===== config.mk =====
export PLATFORM = sky130hd
export DESIGN_NAME = param_cmd_sender
export DESIGN_NICKNAME = d
export VERILOG_FILES = /design/src/rtl/param_cmd_sender_pkg.sv /design/src/rtl/param_validator.sv /design/src/rtl/param_cmd_sender.sv
export SDC_FILE = /design/constraint.sdc
export NUM_CORES = 1
export LEC_CHECK = 0
export ABC_AREA = 1
export CELL_PAD_IN_SITES_DETAIL_PLACEMENT = 0
export CELL_PAD_IN_SITES_GLOBAL_PLACEMENT = 1
export CORE_MARGIN = 2
export CORE_UTILIZATION = 35
export DETAILED_ROUTE_END_ITERATION = 6
export PLACE_DENSITY_LB_ADDON = 0.1
export SYNTH_ARGS = -nofsm -noshare
export SYNTH_HDL_FRONTEND = slang
export SYNTH_SLANG_ARGS = --single-unit

===== constraint.sdc =====
create_clock -name clk -period 2 [get_ports clk]
set_input_delay 0.3 -clock clk [delete_from_list [all_inputs] [get_ports clk]]
set_output_delay 0.3 -clock clk [all_outputs]
set_load 0.05 [all_outputs]

===== src/rtl/param_cmd_sender_pkg.sv =====
// Shared definitions for the parameter command path: opcode and FSM encodings,
// legality limits and the command payload struct. Also used by parameter_generator.
package param_cmd_sender_pkg;

    localparam int unsigned OP_W    = 3;
    localparam int unsigned DATA_W  = 16;
    localparam int unsigned CNT_W   = 8;
    localparam int unsigned NUM_ACK = 6;

    typedef enum logic [OP_W-1:0] {
        OP_START    = 3'd0,
        OP_STOP     = 3'd1,
        OP_TON      = 3'd2,
        OP_TOFF     = 3'd3,
        OP_IP       = 3'd4,
        OP_WAVEFORM = 3'd5,
        OP_RSVD6    = 3'd6,
        OP_RSVD7    = 3'd7
    } opcode_e;

    typedef enum logic [1:0] {
        ST_IDLE  = 2'd0,
        ST_SETUP = 2'd1,
        ST_ACK   = 2'd2,
        ST_HOLD  = 2'd3
    } state_e;

    localparam logic [DATA_W-1:0] IP_MAX = 16'd80;
    localparam logic [DATA_W-1:0] WAVE_A = 16'h8000;
    localparam logic [DATA_W-1:0] WAVE_B = 16'h0001;
    localparam logic [DATA_W-1:0] WAVE_C = 16'h0002;

    typedef struct packed {
        opcode_e             opcode;
        logic [DATA_W-1:0]   data;
    } cmd_t;

    // One-hot ack vector for an opcode; bit order follows the opcode values.
    function automatic logic [NUM_ACK-1:0] ack_onehot(input opcode_e op);
        logic [NUM_ACK-1:0] v;
        v = '0;
        case (op)
            OP_START:    v[0] = 1'b1;
            OP_STOP:     v[1] = 1'b1;
            OP_TON:      v[2] = 1'b1;
            OP_TOFF:     v[3] = 1'b1;
            OP_IP:       v[4] = 1'b1;
            OP_WAVEFORM: v[5] = 1'b1;
            default:     v    = '0;
        endcase
        return v;
    endfunction

endpackage


===== src/rtl/param_validator.sv =====
// Combinational legality check of a host command.
//   cmd     : opcode + parameter value
//   legal_c : high when the command may be sent to the discharge controller
module param_validator
    import param_cmd_sender_pkg::*;
(
    input  cmd_t cmd,
    output logic legal_c
);

    always_comb begin
        legal_c = 1'b0;
        case (cmd.opcode)
            OP_START, OP_STOP: legal_c = 1'b1;
            OP_TON, OP_TOFF:   legal_c = (cmd.data != '0);
            OP_IP:             legal_c = (cmd.data != '0) && (cmd.data <= IP_MAX);
            OP_WAVEFORM:       legal_c = (cmd.data == WAVE_A) || (cmd.data == WAVE_B) ||
                                         (cmd.data == WAVE_C);
            default:           legal_c = 1'b0;
        endcase
    end

endmodule


===== src/rtl/param_cmd_sender.sv =====
// Serializes host parameter commands into setup / ack-pulse / hold handshakes
// towards the discharge controller.
//   clk, rst_n            : clock, async active-low reset
//   cmd_valid/cmd_ready   : host handshake; cmd_opcode/cmd_data carry the command
//   *_ack                 : one registered ack pulse per accepted command
//   *_data_async          : registered parameter buses, loaded at accept
//   cmd_error             : one-cycle pulse after a rejected command
//   busy                  : FSM not idle
module param_cmd_sender
    import param_cmd_sender_pkg::*;
#(
    parameter int unsigned SETUP_CYCLES = 2,
    parameter int unsigned ACK_CYCLES   = 4,
    parameter int unsigned HOLD_CYCLES  = 2
) (
    input  logic              clk,
    input  logic              rst_n,
    input  logic              cmd_valid,
    output logic              cmd_ready,
    input  logic [OP_W-1:0]   cmd_opcode,
    input  logic [DATA_W-1:0] cmd_data,
    output logic              machine_start_ack,
    output logic              machine_stop_ack,
    output logic              change_Ton_ack,
    output logic              change_Toff_ack,
    output logic              change_Ip_ack,
    output logic              change_waveform_ack,
    output logic [DATA_W-1:0] Ton_data_async,
    output logic [DATA_W-1:0] Toff_data_async,
    output logic [DATA_W-1:0] Ip_data_async,
    output logic [DATA_W-1:0] waveform_data_async,
    output logic              cmd_error,
    output logic              busy
);

    localparam logic [CNT_W-1:0] SETUP_LD = CNT_W'(SETUP_CYCLES);
    localparam logic [CNT_W-1:0] ACK_LD   = CNT_W'(ACK_CYCLES);
    localparam logic [CNT_W-1:0] HOLD_LD  = CNT_W'(HOLD_CYCLES);
    localparam logic [CNT_W-1:0] CNT_ONE  = CNT_W'(1);

    cmd_t               cmd;
    logic               legal_c;
    logic               accept;
    state_e             state, state_nxt;
    logic [CNT_W-1:0]   cnt, cnt_nxt;
    opcode_e            op_q;

    logic [NUM_ACK-1:0] ack_q, ack_nxt;
    logic               err_nxt, busy_nxt;
    logic               ton_ld, toff_ld, ip_ld, wave_ld;

    assign cmd       = '{opcode: opcode_e'(cmd_opcode), data: cmd_data};
    assign cmd_ready = (state == ST_IDLE);
    assign accept    = cmd_valid && cmd_ready;

    param_validator u_validator (
        .cmd     (cmd),
        .legal_c (legal_c)
    );

    // State register, phase counter and latched opcode
    always_ff @(posedge clk or negedge rst_n) begin
        if (!rst_n) begin
            state <= ST_IDLE;
            cnt   <= '0;
            op_q  <= OP_START;
        end else begin
            state <= state_nxt;
            cnt   <= cnt_nxt;
            if (accept && legal_c) begin
                op_q <= cmd.opcode;
            end
        end
    end

    // Next state: each phase loads its length on entry and leaves when the count hits 1
    always_comb begin
        state_nxt = state;
        cnt_nxt   = cnt;
        case (state)
            ST_IDLE: begin
                if (accept && legal_c) begin
                    state_nxt = ST_SETUP;
                    cnt_nxt   = SETUP_LD;
                end
            end
            ST_SETUP: begin
                if (cnt <= CNT_ONE) begin
                    state_nxt = ST_ACK;
                    cnt_nxt   = ACK_LD;
                end else begin
                    cnt_nxt = cnt - CNT_ONE;
                end
            end
            ST_ACK: begin
                if (cnt <= CNT_ONE) begin
                    if (HOLD_CYCLES == 0) begin
                        state_nxt = ST_IDLE;
                        cnt_nxt   = '0;
                    end else begin
                        state_nxt = ST_HOLD;
                        cnt_nxt   = HOLD_LD;
                    end
                end else begin
                    cnt_nxt = cnt - CNT_ONE;
                end
            end
            ST_HOLD: begin
                if (cnt <= CNT_ONE) begin
                    state_nxt = ST_IDLE;
                    cnt_nxt   = '0;
                end else begin
                    cnt_nxt = cnt - CNT_ONE;
                end
            end
            default: begin
                state_nxt = ST_IDLE;
                cnt_nxt   = '0;
            end
        endcase
    end

    // Next values of the registered outputs
    always_comb begin
        ack_nxt  = '0;
        err_nxt  = 1'b0;
        busy_nxt = (state_nxt != ST_IDLE);
        ton_ld   = 1'b0;
        toff_ld  = 1'b0;
        ip_ld    = 1'b0;
        wave_ld  = 1'b0;
        if (state_nxt == ST_ACK) begin
            ack_nxt = ack_onehot(op_q);
        end
        if (accept) begin
            err_nxt = !legal_c;
            ton_ld  = legal_c && (cmd.opcode == OP_TON);
            toff_ld = legal_c && (cmd.opcode == OP_TOFF);
            ip_ld   = legal_c && (cmd.opcode == OP_IP);
            wave_ld = legal_c && (cmd.opcode == OP_WAVEFORM);
        end
    end

    // Output registers
    always_ff @(posedge clk or negedge rst_n) begin
        if (!rst_n) begin
            ack_q               <= '0;
            cmd_error           <= 1'b0;
            busy                <= 1'b0;
            Ton_data_async      <= '0;
            Toff_data_async     <= '0;
            Ip_data_async       <= '0;
            waveform_data_async <= '0;
        end else begin
            ack_q     <= ack_nxt;
            cmd_error <= err_nxt;
            busy      <= busy_nxt;
            if (ton_ld)  Ton_data_async      <= cmd.data;
            if (toff_ld) Toff_data_async     <= cmd.data;
            if (ip_ld)   Ip_data_async       <= cmd.data;
            if (wave_ld) waveform_data_async <= cmd.data;
        end
    end

    assign machine_start_ack   = ack_q[0];
    assign machine_stop_ack    = ack_q[1];
    assign change_Ton_ack      = ack_q[2];
    assign change_Toff_ack     = ack_q[3];
    assign change_Ip_ack       = ack_q[4];
    assign change_waveform_ack = ack_q[5];

endmodule

==> results of run 1 <==
[registers in the layout, indices dropped and copies added, names as in the netlist]
name                 cells
Ip_data_async           16
Toff_data_async         16
Ton_data_async          16
waveform_data_async     16
cnt                      8
ack_q                    6
op_q                     3
state                    2
busy                     1
cmd_error                1
[final cells by class]
cell class / instances / area share [%]
well taps: 140 / 3.25
inverters: 46 / 3.20
clock inverters: 6 / 2.07
clock buffers: 10 / 2.37
repair buffers: 134 / 23.9
multi-input cells: 282 / 25.7
flip-flops and latches: 85 / 39.5
[per-layer routing]
metal	share of wire (%)	GRT usage [%]	up-vias
li1	-	-	1638
met1	48	24.3	1549
met2	47	28.5	74
met3	4.4	4.76	6
met4	1.0	5.59	0
met5	0	0	-
[placed cells by master, fill, tap and decap left out, drive strengths merged]
cell type,Yosys,layout
inv,46,46
nand4,43,43
buf,14,41
clkinvlp,0,1
a21oi,1,1
nor4,2,2
clkbuf,5,10
dfrtp,85,85
xor2,2,2
ha,2,2
dlygate4sd3,0,1
nand3b,3,3
nand3,25,25
o21ai,7,7
clkinv,0,2
nor3,5,5
nand2,154,154
xnor2,3,3
o22ai,1,1
nor2,34,34
clkdlybuf4s50,0,92
bufinv,0,3
[path summary, 6_finish.rpt]
check / end / slack (ns)
max in group asynchronous: waveform_data_async[2]$_DFFE_PN0P_ / 0.94
setup / recovery: Toff_data_async[4] / 0.14
hold reg to reg: waveform_data_async[14]$_DFFE_PN0P_ / 0.47
hold / removal: cnt[4]$_DFFE_PN0P_ / 0.46
setup reg to reg: cnt[1]$_DFFE_PN0P_ / 0.26
min in group clk: waveform_data_async[14]$_DFFE_PN0P_ / 0.47
[stage by stage]
step,hold WS (ns),area [µm²],setup slack [ns],util [%]
after floorplan,0.00441,3810,0.402,-
after global placement,0.310,5130,-0.131,47.8
final,0.456,5390,0.144,50.2
after detailed placement,0.312,5130,-0.183,47.8
after global routing,0.482,5390,0.00352,50.2
after CTS,0.462,5380,0.0915,50.1
[repair_timing]
item                                   4_1_cts  5_1_grt
hold buffers                                 1        0
gates resized for setup                      0        4
endpoints found under the hold margin       38        0
setup endpoints to repair                    0        8
[power by group through the flow]
| stage | Sequential (W) | Clock (W) | Combinational, W |
|---|---|---|---|
| finish | 0.00172 | 0.00146 | 0.000211 |
| CTS | 0.00172 | 0.00152 | 0.000213 |
| floorplan | 0.00175 | 0 | 0.0000568 |
| global route | 0.00172 | 0.00159 | 0.000232 |
| global placement | 0.00175 | 0 | 0.000211 |
| detailed placement | 0.00175 | 0 | 0.000211 |
[cell families (layout without fill, tap and decap cells)]
group | after synthesis | after routing | synth area share, %
flops | 85 | 85 | 55.8
fa+ha+maj | 2 | 2 | 0.657
compound gates | 9 | 9 | 1.21
buf+inv | 65 | 196 | 7.95
simple gates | 266 | 266 | 33.2
xor+xnor | 5 | 5 | 1.15
==> results.ini, run 1 <==
[power]
p_switching_w=0.000749
vdd_drop_max_uv=327
internal_power_w=0.00264
power-per-cell-area_nw_per_um2=629
p_seq_share_pct=50.7
p_clk_share_pct=43.1
combPwrFrac_pct=6.2
p_sw_share_pct=22.1
power_w=0.00339
cellLeakagePower_nw=2.75

[cts]
clk_pin_slew_worst_paths_ns=0.08
clockBufferDepth=2
clock-sinks=85
cts_tree=yes
clock-root-buffer=clkbuf_8
cts_made_buffers=9
htreeDepth=3
clk_latency_ns=0.36
post_cts_buffers=0

[global_routing]
grt_pass1_vias=3238
grt_pass1_wl_um=16300
antenna_found_initial=0
grt_max_degree=41
grt_usage_pct=18.0
grt.overflow.total=0

[floorplanning]
ioPinCount=95
die_h_um=108
die_w_um=108
initial_core_util_pct=35.5
dieArea_um2=11700
core_um2=10700
rows=38

[timing]
rsz0062_at_grt=no
worstMarginPinSlew_ns=0.536
max_slew_margin_pct=64.2
fin_crit_sh_pct=92.8
clock_skew_ns=0.00523
hold_violations=0
setup_viol=0
fmax_mhz=539
min_period_ns=1.86
setup_tns_ns=0
maxSlewViolCount=0

[synth]
netlist_instances=432
ys.flop_type=dfrtp_1
synth_common_cells=nand2_1 (152), dfrtp_1 (85), inv_1 (45), nand4_1 (43), nor2_1 (30)
yosysMostFrequentCell=nand2_1
yosysWarnings=0
ys_seq_area_share_pct=55.8
ys_seq_elements=85
ys_top_cells_by_area=dfrtp_1 (56%), nand2_1 (15%), nand4_1 (7.1%), inv_1 (4.4%), nor2_1 (3.0%)
syn-num-nets=456
syn_area_um2=3810
synth_top_area_share_pct=55.8
async_flop_share_pct=100
synth_edf_count=0
ys_types=29
synth_top_area_cell=dfrtp_1
avgSynthCellArea_um2=8.82

[worst_setup_path]
crit_start=Toff_data_async[4]$_DFFE_PN0P_
cp-start-kind=register
cp.required_ns=1.70
cp_num_buf_inv=1
rr_startpoint=cnt[0]$_DFFE_PN0P_
worstSetupPathType=reg2out
slowest_stage=clkdlybuf4s50_1
crit_fanout=2
path_depth=1
end_kind=primary output
max_stage_delay_ns=0.82
cp.arrival_ns=1.56
cp_cell_sequence=clkdlybuf4s50_1
critical_path.top_delay_family=buffers and inverters
rr_worst_depth=12

[final_layout]
multi_input_area_um2=1390
fin_cells=703
nets=582
drive_gt1_share_pct=13.3
fill_cells=1102
n_antenna_cell=0
area.growth.synth_to_final_pct=41.4
seq_area_um2=2130

[placed_design]
dp_hpwl_um=7270
io_buffers=94
routabilityCongestion=0.759
dp.cells=686

[route]
via_count=3267
drc=0
wire_per_inst_um=14.0
dr.pass1.iters=6
via_per_inst=4.65
drtIter0Drc=190
drt-total-wl_um=9880
drtAntennaViolNets=0

[run_status]
outcome=completed

[worst_hold_path]
hp-class=in2async

[flow_run]
cap_violations=0

Power figures use the tool's default switching activity.
==> run 2: changes to the inputs <==
--- a/config.mk
+++ b/config.mk
@@ -6,10 +6,13 @@
 export NUM_CORES = 1
 export LEC_CHECK = 0
 export ABC_AREA = 1
+export CAP_MARGIN = 0
 export CELL_PAD_IN_SITES_DETAIL_PLACEMENT = 0
 export CELL_PAD_IN_SITES_GLOBAL_PLACEMENT = 1
+export CORE_ASPECT_RATIO = 1.5
 export CORE_MARGIN = 2
 export CORE_UTILIZATION = 35
+export CTS_CLUSTER_SIZE = 40
 export DETAILED_ROUTE_END_ITERATION = 6
 export PLACE_DENSITY_LB_ADDON = 0.1
 export SYNTH_ARGS = -nofsm -noshare
==> results.ini, run 2 (synthesis gave the netlist of run 1 again) <==
[run_status]
outcome=completed

[power]
power-per-cell-area_nw_per_um2=685  ; +9.0%
p_clk_share_pct=48.7  ; +5.6 points
p_sw_share_pct=22.3  ; +0.21 points
combPwrFrac_pct=5.7  ; -0.5 points
vdd_drop_max_uv=439  ; +34%
p_switching_w=0.000840  ; +12%
p_seq_share_pct=45.7  ; -5.0 points
internal_power_w=0.00292  ; +11%
cellLeakagePower_nw=2.78  ; +1.4%

[cts]
clock-sinks=85  ; unchanged
clockBufferDepth=2  ; unchanged
clock-root-buffer=clkbuf_16
cts_made_buffers=9  ; unchanged
cts_tree=yes
clk_latency_ns=0.34  ; -0.02 ns
post_cts_buffers=0  ; unchanged
htreeDepth=3  ; unchanged
clk_pin_slew_worst_paths_ns=0.06  ; -0.02 ns

[route]
via_per_inst=4.57  ; -1.7%
drc=0  ; unchanged
dr_wl_met3_um=389  ; -11%
drtAntennaViolNets=0  ; unchanged
wire_per_inst_um=13.7  ; -2.3%
m1WireLength_um=3950  ; -17%
dr.pass1.iters=4  ; -2
drtIter0Drc=79  ; -58%
drt-total-wl_um=9700  ; -1.8%
top_layer=met4
wl_met2_um=5150  ; +12%
via_count=3229  ; -1.2%

[worst_setup_path]
cp.arrival_ns=1.52  ; -0.04 ns
r2r-end=ack_q[3]$_DFF_PN0_
cp_cell_sequence=clkdlybuf4s50_1
rr_worst_depth=8  ; -4
critical_path.top_delay_family=buffers and inverters
end_kind=primary output
cp-start-kind=register
worstSetupPathType=reg2out
crit_fanout=2  ; unchanged
rr_startpoint=cnt[0]$_DFFE_PN0P_
max_stage_delay_ns=0.81  ; about the same
slowest_stage=clkdlybuf4s50_1
r2r_setup_slack_ns=0.21  ; -0.05 ns
cp.required_ns=1.70  ; about the same
cp_num_buf_inv=1  ; unchanged

[timing]
fmax_mhz=548  ; +1.7%
fin_ws_ns=0.175  ; +0.0314 ns
min_period_ns=1.82  ; -0.0314 ns
clock_skew_ns=0.00750  ; +0.00228 ns
hold_violations=0  ; unchanged
rsz0062_at_grt=no
maxSlewViolCount=0  ; unchanged
worstMarginPinSlew_ns=0.533  ; -0.00240 ns
fin_crit_sh_pct=91.2  ; -1.6 points
setup_viol=0  ; unchanged
max_slew_margin_pct=64.3  ; +0.16 points

[floorplanning]
ioPinCount=95  ; unchanged
rows=46  ; +21%
dieArea_um2=11800  ; +0.14%
die_w_um=89.2  ; -18%
initial_core_util_pct=36.0  ; +0.52 points
core_um2=10600  ; -1.4%
die_h_um=132  ; +22%

[global_routing]
grt.overflow.total=0  ; unchanged
grt_usage_pct=17.9  ; -0.16 points
grt_max_degree=50  ; +22%
antenna_found_initial=0  ; unchanged
grt_pass1_vias=3261  ; +0.71%
grt_pass1_wl_um=16200  ; -0.38%

[worst_hold_path]
hp-class=in2async

[final_layout]
nets=582  ; unchanged
area.growth.synth_to_final_pct=44.2
drive_gt1_share_pct=13.1  ; -0.18 points
layout_common_cells=nand2_1 (152), clkdlybuf4s50_1 (92), dfrtp_1 (85), inv_1 (45), nand4_1 (43)
fill_cells=1052  ; -4.5%
final_util_pct=51.9  ; +1.7 points
final_common_cell=nand2_1
n_antenna_cell=0  ; unchanged

[placed_design]
place_ws_ns=-0.156  ; +0.0269 ns
io_buffers=94  ; unchanged
dp_hpwl_um=7280  ; +0.14%
routabilityCongestion=0.781  ; +2.9%

[flow_run]
cap_violations=0  ; unchanged

==> run 2: area by class of cell <==
class                           count  area, µm²  area share [%]
Tap cell                          144        180            3.28
Sequential cell                    85       2130            38.7
Clock buffer                        9        225            4.10
Multi-Input combinational cell    282       1380            25.2
Inverter                           46        173            3.14
Clock inverter                      7        104            1.89
Timing Repair Buffer              134       1300            23.7
==> run 2: power by group through the flow <==
| stage | Clock [W] | Combinational, W | Sequential, W |
|---|---|---|---|
| after floorplan | 0 | 0.0000568 | 0.00175 |
| after global placement | 0 | 0.000218 | 0.00175 |
| after detailed placement | 0 | 0.000217 | 0.00175 |
| after CTS | 0.00189 | 0.000219 | 0.00172 |
| after global routing | 0.00197 | 0.000237 | 0.00172 |
| final | 0.00183 | 0.000214 | 0.00172 |
==> run 2: what timing repair did <==
item / CTS / global route
hold buffers: 1 / 0
endpoints found under the hold margin: 50 / 0
resized for setup: 0 / 2
endpoints found under the setup margin: 0 / 7
==> run 2: per-layer routing <==
metal	global-route usage (%)	vias to the layer above
li1	-	1635
met1	21.4	1516
met2	30.6	64
met3	4.82	14
met4	5.72	0
met5	0	-
==> run 2: per-stage QoR <==
step | TNS, ns | power, W | hold slack [ns] | area, µm² | instances
2_1_floorplan | 0 | 0.00181 | 0.00441 | 3810 | 432
3_3_place_gp | -5.05 | 0.00197 | 0.0997 | 5150 | 690
3_5_place_dp | -6.00 | 0.00197 | 0.0986 | 5150 | 690
4_1_cts | 0 | 0.00383 | 0.285 | 5490 | 707
5_1_grt | 0 | 0.00392 | 0.281 | 5490 | 707
6_report | 0 | 0.00376 | 0.291 | 5490 | 707
==> run 2: worst max path at each step <==
stage	endpoint	depth (start not counted)	slack [ns]	from
finish	Ton_data_async[0]	1	0.18	Ton_data_async[0]$_DFFE_PN0P_
floorplan	cnt[1]$_DFFE_PN0P_	12	0.40	cnt[0]$_DFFE_PN0P_
global route	cnt[1]$_DFFE_PN0P_	12	0.008	cnt[0]$_DFFE_PN0P_
detailed placement	ack_q[3]$_DFF_PN0_	10	-0.16	cmd_data[1]
global placement	ack_q[0]$_DFF_PN0_	10	-0.12	cmd_data[10]
CTS	ack_q[3]$_DFF_PN0_	9	0.10	cnt[0]$_DFFE_PN0P_
